$ cat src/rtl/i2c_reg_seq.sv
// i2c_reg_seq: turns one register-access command (device, register, 1-2 data bytes, read/write)
// into the start/stop/wr_data handshake of the byte-level I2C master core and collects read bytes.
module i2c_reg_seq #(
  parameter int STOP_WAIT_CYC = 1000
) (
  input  logic        clk,
  input  logic        rst_n,
  input  logic        req,
  input  logic        rw,
  input  logic [6:0]  dev_addr,
  input  logic [7:0]  reg_addr,
  input  logic        len2,
  input  logic [15:0] wdata,
  output logic        busy,
  output logic        done,
  output logic        err,
  output logic [15:0] rdata,
  output logic        core_start,
  output logic        core_stop,
  output logic [7:0]  core_wr_data,
  input  logic [1:0]  core_ack,
  input  logic        core_rd_tick,
  input  logic [7:0]  core_rd_data
);

  localparam int CW = (STOP_WAIT_CYC > 1) ? $clog2(STOP_WAIT_CYC) : 1;
  localparam logic [CW-1:0] WAIT_LOAD = CW'(STOP_WAIT_CYC - 1);

  typedef enum logic [3:0] {
    IDLE, START, W_DEV, W_REG, W_DAT, W_RDEV, RD, STOPW, DONE
  } state_t;

  state_t state, state_nxt;

  logic          rw_q;
  logic          len2_q;
  logic [6:0]    dev_q;
  logic [7:0]    reg_q;
  logic [15:0]   wdata_q;
  logic          bcnt;
  logic [CW-1:0] wait_cnt;

  logic ack_tick;
  logic ack_ok;
  logic nack;
  logic last;

  assign ack_tick = core_ack[1];
  assign ack_ok   = core_ack[0];
  assign nack     = ack_tick & ~ack_ok;
  assign last     = (bcnt == len2_q);

  always_ff @(posedge clk or negedge rst_n) begin
    if (!rst_n) state <= IDLE;
    else        state <= state_nxt;
  end

  always_comb begin
    state_nxt = state;
    case (state)
      IDLE:   if (req) state_nxt = START;
      START:  state_nxt = W_DEV;
      W_DEV:  if (ack_tick) state_nxt = ack_ok ? W_REG : STOPW;
      W_REG:  if (ack_tick) state_nxt = !ack_ok ? STOPW : (rw_q ? W_RDEV : W_DAT);
      W_DAT:  if (ack_tick && (!ack_ok || last)) state_nxt = STOPW;
      W_RDEV: if (ack_tick) state_nxt = ack_ok ? RD : STOPW;
      RD:     if (core_rd_tick && last) state_nxt = STOPW;
      STOPW:  if (wait_cnt == '0) state_nxt = DONE;
      DONE:   state_nxt = IDLE;
      default: state_nxt = IDLE;
    endcase
  end

  // A NACK tick raises stop combinationally so the core ends the transfer on that same tick.
  always_comb begin
    core_start   = 1'b0;
    core_stop    = 1'b0;
    core_wr_data = 8'h00;
    busy         = 1'b1;
    done         = 1'b0;
    case (state)
      IDLE: busy = 1'b0;
      START: begin
        core_start   = 1'b1;
        core_wr_data = {dev_q, 1'b0};
      end
      W_DEV: begin
        core_wr_data = {dev_q, 1'b0};
        core_stop    = nack;
      end
      W_REG: begin
        core_wr_data = reg_q;
        core_start   = rw_q;
        core_stop    = nack;
      end
      W_DAT: begin
        core_wr_data = (len2_q && !bcnt) ? wdata_q[15:8] : wdata_q[7:0];
        core_stop    = last | nack;
      end
      W_RDEV: begin
        core_wr_data = {dev_q, 1'b1};
        core_stop    = nack;
      end
      RD:    core_stop = last;
      STOPW: ;
      DONE: begin
        busy = 1'b0;
        done = 1'b1;
      end
      default: busy = 1'b0;
    endcase
  end

  always_ff @(posedge clk or negedge rst_n) begin
    if (!rst_n) begin
      rw_q     <= 1'b0;
      len2_q   <= 1'b0;
      dev_q    <= 7'h00;
      reg_q    <= 8'h00;
      wdata_q  <= 16'h0000;
      bcnt     <= 1'b0;
      err      <= 1'b0;
      rdata    <= 16'h0000;
      wait_cnt <= '0;
    end else begin
      if (state != STOPW)        wait_cnt <= WAIT_LOAD;
      else if (wait_cnt != '0)   wait_cnt <= wait_cnt - 1'b1;

      case (state)
        IDLE: begin
          if (req) begin
            rw_q    <= rw;
            len2_q  <= len2;
            dev_q   <= dev_addr;
            reg_q   <= reg_addr;
            wdata_q <= wdata;
            bcnt    <= 1'b0;
            err     <= 1'b0;
            rdata   <= 16'h0000;
          end
        end
        W_DEV, W_REG: begin
          if (nack) err <= 1'b1;
        end
        W_RDEV: begin
          if (nack)                   err  <= 1'b1;
          else if (ack_tick && ack_ok) bcnt <= 1'b0;
        end
        W_DAT: begin
          if (ack_tick) begin
            if (!ack_ok)    err  <= 1'b1;
            else if (!last) bcnt <= bcnt + 1'b1;
          end
        end
        // First byte of a two-byte read is the MSB.
        RD: begin
          if (core_rd_tick) begin
            if (len2_q && !bcnt) rdata[15:8] <= core_rd_data;
            else                 rdata[7:0]  <= core_rd_data;
            if (!last) bcnt <= bcnt + 1'b1;
          end
        end
        default: ;
      endcase
    end
  end

endmodule

$ cat config.mk
export PLATFORM = sky130hd
export DESIGN_NAME = i2c_reg_seq
export DESIGN_NICKNAME = d
export VERILOG_FILES = /design/src/rtl/i2c_reg_seq.sv
export SDC_FILE = /design/constraint.sdc
export NUM_CORES = 1
export LEC_CHECK = 0
export ABC_AREA = 1
export BUFFER_PORTS_ARGS = -buffer_cell sky130_fd_sc_hd__buf_2
export CAP_MARGIN = 25
export CORE_MARGIN = 5
export CORE_UTILIZATION = 54
export DETAILED_ROUTE_END_ITERATION = 8
export PLACE_DENSITY_LB_ADDON = 0.3
export SKIP_LAST_GASP = 1
export SLEW_MARGIN = 20
export SYNTH_ARGS = -nofsm -noshare
export SYNTH_HDL_FRONTEND = slang
export SYNTH_SLANG_ARGS = --single-unit
$ cat constraint.sdc
create_clock -name clk -period 2.15 [get_ports clk]
set_input_delay 0.43 -clock clk [delete_from_list [all_inputs] [get_ports clk]]
set_output_delay 0.43 -clock clk [all_outputs]
set_load 0.005 [all_outputs]
==> results of run 1 <==
power by group through the flow:
stage          clock, mW  sequential [mW]  combinational (mW)
4_1_cts             1.15             1.99                2.26
2_1_floorplan          0             1.94                1.49
3_5_place_dp           0             2.00                2.24
5_1_grt             1.20             2.07                2.64
3_3_place_gp           0             1.98                2.18
6_report            1.13             2.01                2.33
layer usage:
layer	wire length (um)	GRT usage [%]	up-vias
met5	0	0	-
met4	198	11.44	0
met3	572	3.763	21
met2	3788	34.52	134
met1	3666	31.39	1484
li1	-	-	1581
kinds of logic (layout without fill, tap and decap cells):
kind of cell / count (synthesis) / after routing / synth area share, %
simple gates: 310 / 310 / 38.94
flops: 65 / 65 / 49.73
buf+inv: 48 / 140 / 5.929
compound gates: 25 / 25 / 4.629
fa+ha+maj: 2 / 2 / 0.7650
sequential cells by signal, summed over array words and instances (netlist names):
name      flops
dev_q         7
wait_cnt     10
state         4
err           1
rdata        16
reg_q         8
len2_q        1
wdata_q      16
rw_q          1
bcnt          1
final cells by class:
| type | instances | area, um2 | share of cell area (%) |
|---|---|---|---|
| clock inverters | 3 | 65.06 | 1.615 |
| clock buffers | 12 | 145.1 | 3.604 |
| flip-flops and latches | 65 | 1629 | 40.45 |
| well taps | 75 | 93.84 | 2.330 |
| inverters | 39 | 146.4 | 3.635 |
| repair buffers | 86 | 470.5 | 11.68 |
| multi-input cells | 337 | 1478 | 36.69 |
final timing paths:
| path | endpoint | slack (ns) | depth (start not counted) |
|---|---|---|---|
| max in group asynchronous | state[0] | 1.76 | 2 |
| max reg2reg | rdata[2] | 0.36 | 8 |
| min in group clk | wdata_q[5] | 0.28 | 3 |
| max | core_wr_data[0] | 0.06 | 7 |
| min | wdata_q[6] | 0.09 | 2 |
| min reg2reg | wdata_q[15] | 0.48 | 2 |
per-stage QoR:
| step | instances | cell area, um2 | utilization, % | worst slack, ns |
|---|---|---|---|---|
| after floorplan | 450 | 3271 | - | 0.3655 |
| after global placement | 599 | 3765 | 63.59 | 0.3865 |
| after detailed placement | 599 | 3765 | 63.59 | 0.3193 |
| after CTS | 614 | 3979 | 67.20 | 0.006803 |
| after global routing | 617 | 4028 | 68.03 | -0.03479 |
| final | 617 | 4028 | 68.03 | 0.06006 |
worst max-delay path: stages, from the launching register on:
cell and delay [ns]:
sky130_fd_sc_hd__dfrtp_1 0.43, sky130_fd_sc_hd__inv_1 0.15, sky130_fd_sc_hd__nand2_1 0.12, sky130_fd_sc_hd__nor2_1 0.13, sky130_fd_sc_hd__buf_4 0.16, sky130_fd_sc_hd__o211ai_1 0.10
sky130_fd_sc_hd__nand3_1 0.10, sky130_fd_sc_hd__buf_2 0.12
placed cells by master (no fill, tap or decap), drive strengths merged:
cell type / n
a21oi: 3
nand4: 7
a31oi: 3
clkbuf: 12
o21ai: 14
bufinv: 2
ha: 2
inv: 39
dfrtp: 65
nand3: 37
nor2: 33
nand3b: 1
clkinv: 1
or2: 3
o211ai: 4
nor3: 2
o22ai: 1
buf: 86
nand2: 227
repair_timing:
action,4_1_cts,5_1_grt
resized for setup,2,9
setup buffers,0,3
pin swaps,0,4
endpoints found under the setup margin,7,10
==> results.toml, run 1 <==
[status]
outcome = "completed"

[sta]
rsz0062_at_grt = "true"
hold_violations = 0
setup_tns_ns = 0
finClkSkew_ns = 0.01037
whs_ns = 0.08811
tightest_slew_ns = 0.5199
clock.fmax_mhz = 478.5
timing.final.max_slew_violations = 0
final_setup_violation_count = 0
min_period_ns = 2.090
finalCritPeriodShare_pct = 97.21
maxSlewHeadroom_pct = 65.29

[clocking]
cts-buffers-inserted = 9
cts_max_path_buffers = 2
path_clk_slew_ns = 0.07
root_buffer = "sky130_fd_sc_hd__clkbuf_8"
cts.htree.levels = 3
hold_buffers = 0
clock_latency_ns = 0.35
cts_tree = "built"
clock_sink_count = 65

[cells_and_area]
antenna_cells = 0
area_growth_syn_to_layout_pct = 23.14
layout.nets = 587
drive_above_1_share_pct = 23.06
nFillCells = 500

[yosys]
synth.top_cells.by_count = "224 x sky130_fd_sc_hd__nand2_1, 65 x sky130_fd_sc_hd__dfrtp_1, 37 x sky130_fd_sc_hd__nand3_1"
mappedNetlistNets = 499
mappedNetlistArea_um2 = 3271
yosys_register_bits = 65
synth.yosys.seq_area_share_pct = 49.73
async_reset_ff_share_pct = 100.0
post_synth_inst_count = 450
synth-edff-count = 0
synth.top_cell.area_share_pct = 49.73
ys_top_cells_by_area = "sky130_fd_sc_hd__dfrtp_1 50%, sky130_fd_sc_hd__nand2_1 26%, sky130_fd_sc_hd__nand3_1 5.7%"
post-synth-top-area-cell = "sky130_fd_sc_hd__dfrtp_1"
synth_area_per_cell_um2 = 7.268
yosysMostFrequentCell = "sky130_fd_sc_hd__nand2_1"
synth-main-ff-cell = "sky130_fd_sc_hd__dfrtp_1"
synth_cell_types = 24
yosys_warnings = 0

[worst_setup_path]
critPathLaunch = "state[3]"
end_kind = "output port"
cp_launch_type = "flip-flop"
regToRegStartpoint = "state[2]"
timing.critical_path.fanout_max = 8
crit_type = "flip-flop to output port"
crit_required_ns = 1.72
critical_path_arrival_ns = 1.66

[placed_design]
place.detailed.hpwl_um = 5869
place_congestion = 0.9791
port_buffers = 75

[pwr]
worst_ir_drop_vdd_v = 0.0007919
leakagePower_nw = 2.350
intPower_mw = 3.231
net-switching-power_mw = 2.241
net_switching_fraction_of_the_power_pct = 40.95
power.share.sequential_pct = 36.8
comb_power_share_pct = 42.6
power-per-cell-area_nw_per_um2 = 1359
fin_total_pwr_mw = 5.472
clkPwrFrac_pct = 20.6

[global_routing]
grt_max_degree = 66
grt_first_pass_wirelength_um = 13530
first_global_vias = 2948
globalRouteTotalUtil_pct = 22.68
antenna_violations_before_repair = 0
globalRouteOverflowTotal = 0

[route]
wl_per_cell_um = 13.33
remaining_drc_errors = 0
routed_wl_um = 8225
initialDrtViolationCount = 186
vias = 3220
firstDrtPassIters = 8
vias_per_cell = 5.219
final_antenna_net_count = 0

[floorplan]
design.die.area_um2 = 7713
die_w_um = 87.83
design.portCount = 76
effective_utilization_at_floorplan_pct = 55.24
dieHeight_um = 87.83
floorplan.core_area_um2 = 5921
rows = 28

[run]
cap_violations = 0

[hold_path]
holdCritPathClass = "input port to asynchronous set/reset pin"
Power figures use the tool's default switching activity.
==> inputs of run 2 (changes only) <==
--- a/config.mk
+++ b/config.mk
@@ -10,4 +10,4 @@
 export CAP_MARGIN = 25
-export CORE_MARGIN = 5
-export CORE_UTILIZATION = 54
+export CORE_MARGIN = 3
+export CORE_UTILIZATION = 45
 export DETAILED_ROUTE_END_ITERATION = 8
==> constraint.sdc (replaced) <==
create_clock -name clk -period 2.15 [get_ports clk]
set_input_delay 0.215 -clock clk [delete_from_list [all_inputs] [get_ports clk]]
set_output_delay 0.215 -clock clk [all_outputs]
set_load 0.005 [all_outputs]
==> run 2 against run 1 <==
Effect of this change:
- clock power down 8%
- worst setup slack better by 0.070 ns
- maximum frequency rose by 3.5%
- non-clock buffer count fell by 1
- hold slack worse by 0.016 ns
- register-to-register slack lost 0.08 ns
- die area is 8.0% higher
- sequential power fell by 2%
- global-route usage is 1.9 points lower
- first-iteration DRC count down 0.54%
- critical path type unchanged
- largest cell class unchanged
==> results.toml, run 2 (synthesis results as in run 1) <==
[status]
outcome = "completed"

[floorplan]
design.die.area_um2 = 8327
design.portCount = 76
dieHeight_um = 91.26
die_w_um = 91.26
floorplan.core_area_um2 = 6907
effective_utilization_at_floorplan_pct = 47.36
rows = 30

[hold_path]
worstHoldPathCells = 3
holdCritPathClass = "input port to flip-flop"
worstHoldStart = "wdata[13]"

[placed_design]
port_buffers = 75
placement.cell_area_um2 = 3784
place.detailed.hpwl_um = 6002
place_congestion = 0.8644

[clocking]
cts_tree = "built"
clock_sink_count = 65
cts.htree.levels = 3
cts_max_path_buffers = 2
cts-buffers-inserted = 9
clock_latency_ns = 0.34
path_clk_slew_ns = 0.07
root_buffer = "sky130_fd_sc_hd__clkbuf_8"

[route]
routed_wl_um = 8097
firstDrtPassIters = 5
vias_per_cell = 4.890
final_antenna_net_count = 0
initialDrtViolationCount = 185
vias = 3120
wl_per_cell_um = 12.69
remaining_drc_errors = 0

[cells_and_area]
layout.nets = 586
mostFrequentLayoutCells = "223 x sky130_fd_sc_hd__nand2_1, 75 x sky130_fd_sc_hd__buf_2, 65 x sky130_fd_sc_hd__dfrtp_1"
final_common_cell = "sky130_fd_sc_hd__nand2_1"
area_growth_syn_to_layout_pct = 22.61
drive_above_1_share_pct = 22.14
reg_top3 = "rdata x16, wdata_q x16, wait_cnt x10"
nFillCells = 698
final_design_area_no_fill_um2 = 4010
antenna_cells = 0

[worst_setup_path]
cp_launch_type = "flip-flop"
critPathMaxStageDelay_ns = 0.48
end_kind = "output port"
cp.depth = 7
crit_type = "flip-flop to output port"
r2r_cells = 9
critical_path_arrival_ns = 1.80
largest_delay_contributor_family_on_the_critical_path = "simple AND/OR/NAND/NOR gates"
critPathLaunch = "state[0]"
crit_required_ns = 1.93
critical_path.cell_chain = "inv_1, nor2_1, nand2_1, nand2_2, nand2_1, nand3_1, buf_2"
regToRegStartpoint = "wait_cnt[0]"
timing.critical_path.fanout_max = 7
critical-path-top-cell-by-count = "sky130_fd_sc_hd__nand2_1"
worstPathBufferInverterCount = 2
crit_path_top_delay_cell = "sky130_fd_sc_hd__dfrtp_1"

[global_routing]
globalRouteTotalUtil_pct = 20.80
antenna_violations_before_repair = 0
first_global_vias = 2983
grt_max_degree = 34
globalRouteOverflowTotal = 0
grt_first_pass_wirelength_um = 14070

[pwr]
power.share.sequential_pct = 37.2
power-per-cell-area_nw_per_um2 = 1322
leakagePower_nw = 2.337
clkPwrFrac_pct = 19.6
net_switching_fraction_of_the_power_pct = 41.99
net-switching-power_mw = 2.226
comb_power_share_pct = 43.2
intPower_mw = 3.075
worst_ir_drop_vdd_v = 0.0005057

[sta]
clock.fmax_mhz = 495.2
final_setup_violation_count = 0
maxSlewHeadroom_pct = 64.38
rsz0062_at_grt = "true"
finalCritPeriodShare_pct = 93.93
finClkSkew_ns = 0.006029
whs_ns = 0.07234
timing.final.max_slew_violations = 0
tightest_slew_ns = 0.5336
min_period_ns = 2.019
hold_violations = 0

[run]
cap_violations = 0
-- run 2: path summary, 6_finish.rpt --
check                                  end  slack (ns)
max                        core_wr_data[2]        0.13
min reg2reg                       rdata[0]        0.47
min                            wdata_q[13]        0.07
max reg2reg                       state[1]        0.28
min in group asynchronous       wdata_q[5]        0.27
max in group asynchronous      wait_cnt[4]        1.27
-- run 2: routing by layer --
layer  GRT usage, %  part of all wire [%]  up-vias
met5              0                     0        -
met4          7.412                  0.99        0
met3          3.728                   6.3        7
met2          31.88                    45       85
met1          29.57                    48     1440
li1               -                     -     1588
-- run 2: cell type report --
cell class                      instances  area [um2]  area share, %
Sequential cell                        65        1627          40.56
Multi-Input combinational cell        337        1453          36.22
Timing Repair Buffer                   85       465.4          11.61
Inverter                               39       150.1          3.744
Clock buffer                           10       137.6          3.432
Tap cell                               96       120.1          2.995
Clock inverter                          6       57.56          1.435
-- run 2: power by group through the flow --
stage          clock network, mW  logic [mW]  registers (mW)
2_1_floorplan                  0        1.49            1.94
3_3_place_gp                   0        2.21            1.98
3_5_place_dp                   0        2.26            1.98
4_1_cts                     1.06        2.27            1.97
5_1_grt                     1.12        2.63            2.03
6_report                    1.04        2.29            1.97
-- run 2: metrics by stage --
stage               worst slack (ns)  total power, mW  cells  setup TNS [ns]  util, %
finish                        0.1306            5.301    638               0    58.06
floorplan                     0.5805            3.427    450               0        -
CTS                          0.07598            5.302    636               0    57.75
global placement              0.3450            4.186    619               0    54.78
detailed placement            0.2993            4.247    619               0    54.78
global route                -0.02463            5.774    638        -0.02463    58.06
-- run 2: timing repair --
item,CTS,global route
buffers inserted,0,2
hold buffers,1,0
endpoints found under the hold margin,8,0
setup endpoints to repair,0,8
resized for setup,0,2
-- run 2: tightest hold or removal path, cell delays in order --
cell	delay [ns]
sky130_fd_sc_hd__buf_2	0.07
sky130_fd_sc_hd__nand2_1	0.04
sky130_fd_sc_hd__nand2_1	0.05
